$ cat src/rtl/csr_queue_writer.sv
// csr_queue_writer
//   Write side of the CSR instruction queue. Dispatch pushes decoded CSR
//   instructions through a valid/ready handshake; they are stored in a flat
//   entry array that the CSR issue stage reads directly. The write pointer
//   is published gray-coded; the reader's gray pointer comes back through a
//   2-flop synchronizer and drives full/occupancy.
//
// Ports
//   clk, rst            clock, asynchronous active-high reset
//   i_Valid_1           dispatch presents an instruction
//   o_Ready_1           queue can accept this cycle (flop-derived only)
//   i_Instruction_113   instruction payload, sampled on accept
//   i_RdGray_5          reader's gray read pointer (asynchronous domain)
//   o_WrGray_5          gray write pointer, straight from a flop
//   o_Entries_1808      entry k at bits [k*INSTR_W +: INSTR_W]
//   o_Full_1            full per the synchronized read pointer
//   o_Count_5           occupancy 0..2^DEPTH_LOG2 per the synchronized pointer
//   o_Overflow_1        sticky: valid seen while full
module csr_queue_writer #(
    parameter int DEPTH_LOG2 = 4,
    parameter int INSTR_W    = 113
) (
    input  logic                                clk,
    input  logic                                rst,
    input  logic                                i_Valid_1,
    output logic                                o_Ready_1,
    input  logic [INSTR_W-1:0]                  i_Instruction_113,
    input  logic [DEPTH_LOG2:0]                 i_RdGray_5,
    output logic [DEPTH_LOG2:0]                 o_WrGray_5,
    output logic [INSTR_W*(2**DEPTH_LOG2)-1:0]  o_Entries_1808,
    output logic                                o_Full_1,
    output logic [DEPTH_LOG2:0]                 o_Count_5,
    output logic                                o_Overflow_1
);

    localparam int PW    = DEPTH_LOG2 + 1;
    localparam int DEPTH = 2 ** DEPTH_LOG2;
    localparam logic [PW-1:0] ONE = PW'(1);

    logic [PW-1:0]            wrBin;
    logic [PW-1:0]            wrGray;
    logic [PW-1:0]            wrBinNext;
    logic [PW-1:0]            rdS1;
    logic [PW-1:0]            rdS2;
    logic [PW-1:0]            rdBin;
    logic [DEPTH_LOG2-1:0]    wrIdx;
    logic [INSTR_W*DEPTH-1:0] entries;
    logic                     overflow;
    logic                     full;
    logic                     accept;

    // Gray to binary: each binary bit is the XOR of all gray bits at or above it.
    always_comb begin
        rdBin = '0;
        for (int unsigned i = 0; i < PW; i++) begin
            rdBin[i] = ^(rdS2 >> i);
        end
    end

    // Full when the write pointer is exactly one lap ahead of the read pointer;
    // in gray code that is the read pointer with its top two bits inverted.
    assign full      = (wrGray == {~rdS2[PW-1 -: 2], rdS2[PW-3:0]});
    assign accept    = i_Valid_1 & ~full;
    assign wrBinNext = wrBin + ONE;
    assign wrIdx     = wrBin[DEPTH_LOG2-1:0];

    always_ff @(posedge clk or posedge rst) begin
        if (rst) begin
            wrBin    <= '0;
            wrGray   <= '0;
            rdS1     <= '0;
            rdS2     <= '0;
            entries  <= '0;
            overflow <= 1'b0;
        end else begin
            rdS1 <= i_RdGray_5;
            rdS2 <= rdS1;
            if (i_Valid_1 && full) begin
                overflow <= 1'b1;
            end
            // Data and pointer move on the same edge so the reader never sees
            // a pointer ahead of its entry.
            if (accept) begin
                entries[int'(wrIdx)*INSTR_W +: INSTR_W] <= i_Instruction_113;
                wrBin  <= wrBinNext;
                wrGray <= wrBinNext ^ (wrBinNext >> 1);
            end
        end
    end

    assign o_Ready_1      = ~full;
    assign o_Full_1       = full;
    assign o_WrGray_5     = wrGray;
    assign o_Count_5      = wrBin - rdBin;
    assign o_Entries_1808 = entries;
    assign o_Overflow_1   = overflow;

endmodule

$ cat config.mk
export PLATFORM = sky130hd
export DESIGN_NAME = csr_queue_writer
export DESIGN_NICKNAME = d
export VERILOG_FILES = /design/src/rtl/csr_queue_writer.sv
export SDC_FILE = /design/constraint.sdc
export NUM_CORES = 2
export LEC_CHECK = 0
export CAP_MARGIN = 25
export CORE_AREA = 4 4 748 750
export DETAILED_ROUTE_END_ITERATION = 16
export DIE_AREA = 0 0 752 754
export GPL_TIMING_DRIVEN = 0
export PLACE_DENSITY = 0.3
export SETUP_SLACK_MARGIN = 0.1
export SLEW_MARGIN = 5
export SYNTH_ARGS = -nofsm -noshare
export SYNTH_HDL_FRONTEND = slang
export SYNTH_SLANG_ARGS = --single-unit
$ cat constraint.sdc
create_clock -name clk -period 66.6 [get_ports clk]
set_clock_uncertainty 0.15 [all_clocks]
set_input_delay 16.65 -clock clk [delete_from_list [all_inputs] [get_ports clk]]
set_output_delay 16.65 -clock clk [all_outputs]
set_load 0.05 [all_outputs]
==> results by group <==
Outcome
  – Status: complete, no violations

CTS
  – Hold_buf cts: 0
  – Post-cts sizing count: 0
  – Clock latency on the worst-skew pair: 940 ps
  – Setup Buffers After CTS: 0
  – CTS Buffer Depth: 4
  – CTS Buf Count: 241
  – CTS clk-pin slew, worst paths: 60 ps
  – TritonCTS clock tree: yes
  – Htree depth: 4
  – Root Buffer: clkbuf_16
  – TritonCTS Sinks: 1,828

Synthesis
  – Cell area after synthesis: 0.06930 mm2
  – Post-Syn Nets: 6,623
  – Top area cells in the synthesized netlist: dfrtp_1 66%, nand2_1 12%, o31ai_1 9.8%, o21ai_0 5.8%, clkbuf_1 1.8%
  – Netlist cell types: 38
  – Syn_area_per_cell: 10.67 um2
  – Yosys reg bits: 1,828
  – Synth warnings: 0
  – Post-Syn Instances: 6,492
  – EDFF count, synth: 0
  – Primary FF master, synth: dfrtp_1
  – Largest area contributor in the netlist: dfrtp_1
  – Register area share after synthesis: 66.01%
  – Share of the synthesized area in the top cell type: 66.01%
  – Async SR Flop Fraction: 100.0%

Floorplan
  – Core ar.: 0.5523 mm2
  – Die span in x: 752 um
  – Row cnt: 273
  – I/O pin cnt: 1,942
  – Initial Util: 12.55%
  – Die Height: 754 um
  – Die ar.: 0.5670 mm2

Min path
  – Worst hold path class: reg -> reg

Worst setup path
  – WP buf/inv: 4
  – Top cell by count, worst path: inv_1
  – Critical path peak fanout: 10
  – CP required: 49,800 ps
  – Critical Path, Cell by Cell: buf_1 -> inv_1 -> ha_1 -> fa_1 -> inv_1 -> a21o_1 -> a21oi_1 -> xnor2_1 -> clkdlybuf4s50_1
  – Delay-heaviest family, CP: buffers and inverters
  – Arr. time, crit path: 4540 ps
  – Critical Path Start Type: register
  – WS Path Type: reg -> out
  – Crit end category: output port
  – Worst stage delay on the critical path: 900 ps
  – Crit path max-delay cell type: clkdlybuf4s50_1

Run
  – Max_cap viols: 0

GRT
  – First-pass GRT wire length: 771,400 um
  – Initial antenna violation count: 134
  – Vias in the first global route: 66,190
  – Largest net degree at the start of global routing: 40
  – Overflow after GRT: 0
  – Total track usage: 20.97%

STA
  – Fin crit share: 32.04%
  – RSZ-0062 raised after global routing: false
  – Fin crit period: 21,340 ps
  – Hold WS: 203.7 ps
  – Max Slew Vio Count: 0
  – Actual slew at the worst max-slew pin: 1128 ps
  – Setup TNS: 0 ps
  – Max Freq: 0.04687 GHz
  – Finish-stage setup viols: 0
  – Final Hold Vio Count: 0
  – Slew HR: 24.57%
  – Worst setup margin: 45,260 ps

Power
  – Switching share of power: 53.93%
  – NetSw: 3.848 mW
  – Max VDD drop: 0.02486 mV
  – Combinational power share: 55.8%
  – Clock share of power: 19.4%
  – P_leak: 44.94 nW
  – Power per Cell Area: 64.84 mW/mm2
  – Flop pwr share: 24.8%
  – Cell internal pwr: 3.287 mW

Final layout
  – Design area: 0.1100 mm2
  – Nets@finish: 8,994
  – Most frequent cells in the layout: 2,158 x nand2_1, 1,914 x clkdlybuf4s50_1, 1,828 x dfrtp_1, 901 x o31ai_1, 799 x o21ai_0
  – Fillers: 60,490
  – Register area: 0.04574 mm2
  – Layout cell share with drive strength beyond 1: 10.70%
  – Final Util: 19.92%
  – Multi-input gate area in the final layout: 0.02106 mm2
  – Area grow syn2layout: 58.80%
  – Commonest non-fill, non-tap cell in the layout: nand2_1

Detailed routing
  – WL final: 617,700 um
  – DR iter-0 viols: 5,518
  – Drt first pass iters: 6
  – DRC viols: 0
  – Wire per inst: 37.60 um
  – Via count: 65,430
  – ANT nets after route: 0
  – Via density: 3.983

Place
  – PortBufs: 1,941
  – Placed Area: 0.1016 mm2
  – Post-Place Setup Slack: 45,760 ps
  – Post-DP HPWL: 513,000 um
  – Placer Congestion: 0.8826
==> Yosys cell counts (3+ instances only) <==
master	instances
a21o_1	3
buf_1	18
buf_2	198
buf_4	33
clkbuf_1	339
dfrtp_1	1828
ha_1	9
inv_1	9
mux2_1	70
mux2_2	44
nand2_1	2166
nand3_1	3
nor2_1	13
nor3_1	3
o211ai_1	4
o211ai_2	10
o21ai_0	799
o31ai_1	901
xnor2_1	13
xor2_1	8
==> final cells by class <==
class / instances / area share [%]
Antenna cell: 77 / 0.1751
Buffer: 588 / 2.429
Clock buffer: 362 / 6.576
Clock inverter: 82 / 0.8755
Inverter: 10 / 0.03752
Multi-Input combinational cell: 4066 / 19.13
Sequential cell: 1828 / 41.57
Tap cell: 7287 / 8.285
Timing Repair Buffer: 2128 / 20.92
==> worst paths after layout <==
check | startpoint | endpoint | slack, ps | cells after the start
setup reg to reg | wrBin[0] | o_Entries_1808[810] | 60960 | 11
hold reg to reg | rdS1[0] | rdS2[0] | 200 | 0
hold / removal | rdS1[0] | rdS2[0] | 200 | 0
min in group asynchronous | rst | o_Entries_1808[506] | 16030 | 2
max in group asynchronous | rst | o_Entries_1808[389] | 46790 | 14
setup / recovery | wrBin[0] | o_Count_5[4] | 45260 | 9
==> routing by layer <==
| metal | wire, um | vias up | GRT usage, % |
|---|---|---|---|
| met5 | 90 | - | 0 |
| met4 | 23300 | 14 | 6.941 |
| met3 | 55190 | 569 | 6.767 |
| met2 | 291100 | 3158 | 34.98 |
| met1 | 248000 | 34560 | 25.39 |
| li1 | - | 27140 | - |
==> cells by family after synthesis <==
| logic type | count (synthesis) | share of synthesized area [%] |
|---|---|---|
| AND/OR/NAND/NOR | 2197 | 11.99 |
| buffers and inverters | 598 | 3.776 |
| XOR/XNOR | 23 | 0.3286 |
| adder cells (fa/ha/maj) | 10 | 0.1914 |
| multiplexers | 114 | 1.853 |
| AO/OA/AOI/OAI | 1722 | 15.84 |
| flip-flops | 1828 | 66.01 |
==> through the flow <==
stage | cells | power [mW]
floorplan | 6492 | 3.735
global placement | 15720 | 5.737
detailed placement | 15900 | 5.829
CTS | 16350 | 7.253
global route | 16370 | 7.412
finish | 16430 | 7.135
==> power by group through the flow <==
| stage | Clock, mW | Combinational (mW) | Sequential [mW] |
|---|---|---|---|
| floorplan | 0 | 0.673 | 3.06 |
| global placement | 0 | 3.94 | 1.80 |
| CTS | 1.43 | 4.05 | 1.78 |
| finish | 1.38 | 3.98 | 1.77 |
| global route | 1.46 | 4.13 | 1.81 |
| detailed placement | 0 | 4.04 | 1.79 |
==> worst register-to-register path, stage by stage (launching register included) <==
cell	delay [ps]
dfrtp_1	470
buf_1	740
inv_1	280
ha_1	350
xor2_1	420
buf_2	680
nand2_1	800
clkbuf_2	570
buf_16	260
clkbuf_1	280
buf_8	210
o31ai_1	290
==> sequential cells by signal, indices dropped and copies added (netlist names) <==
name	flops
o_Overflow_1	1
rdS2	5
o_Entries_1808	1808
wrBin	4
o_WrGray_5	5
rdS1	5
No activity file was read; power rests on OpenSTA's default activity.
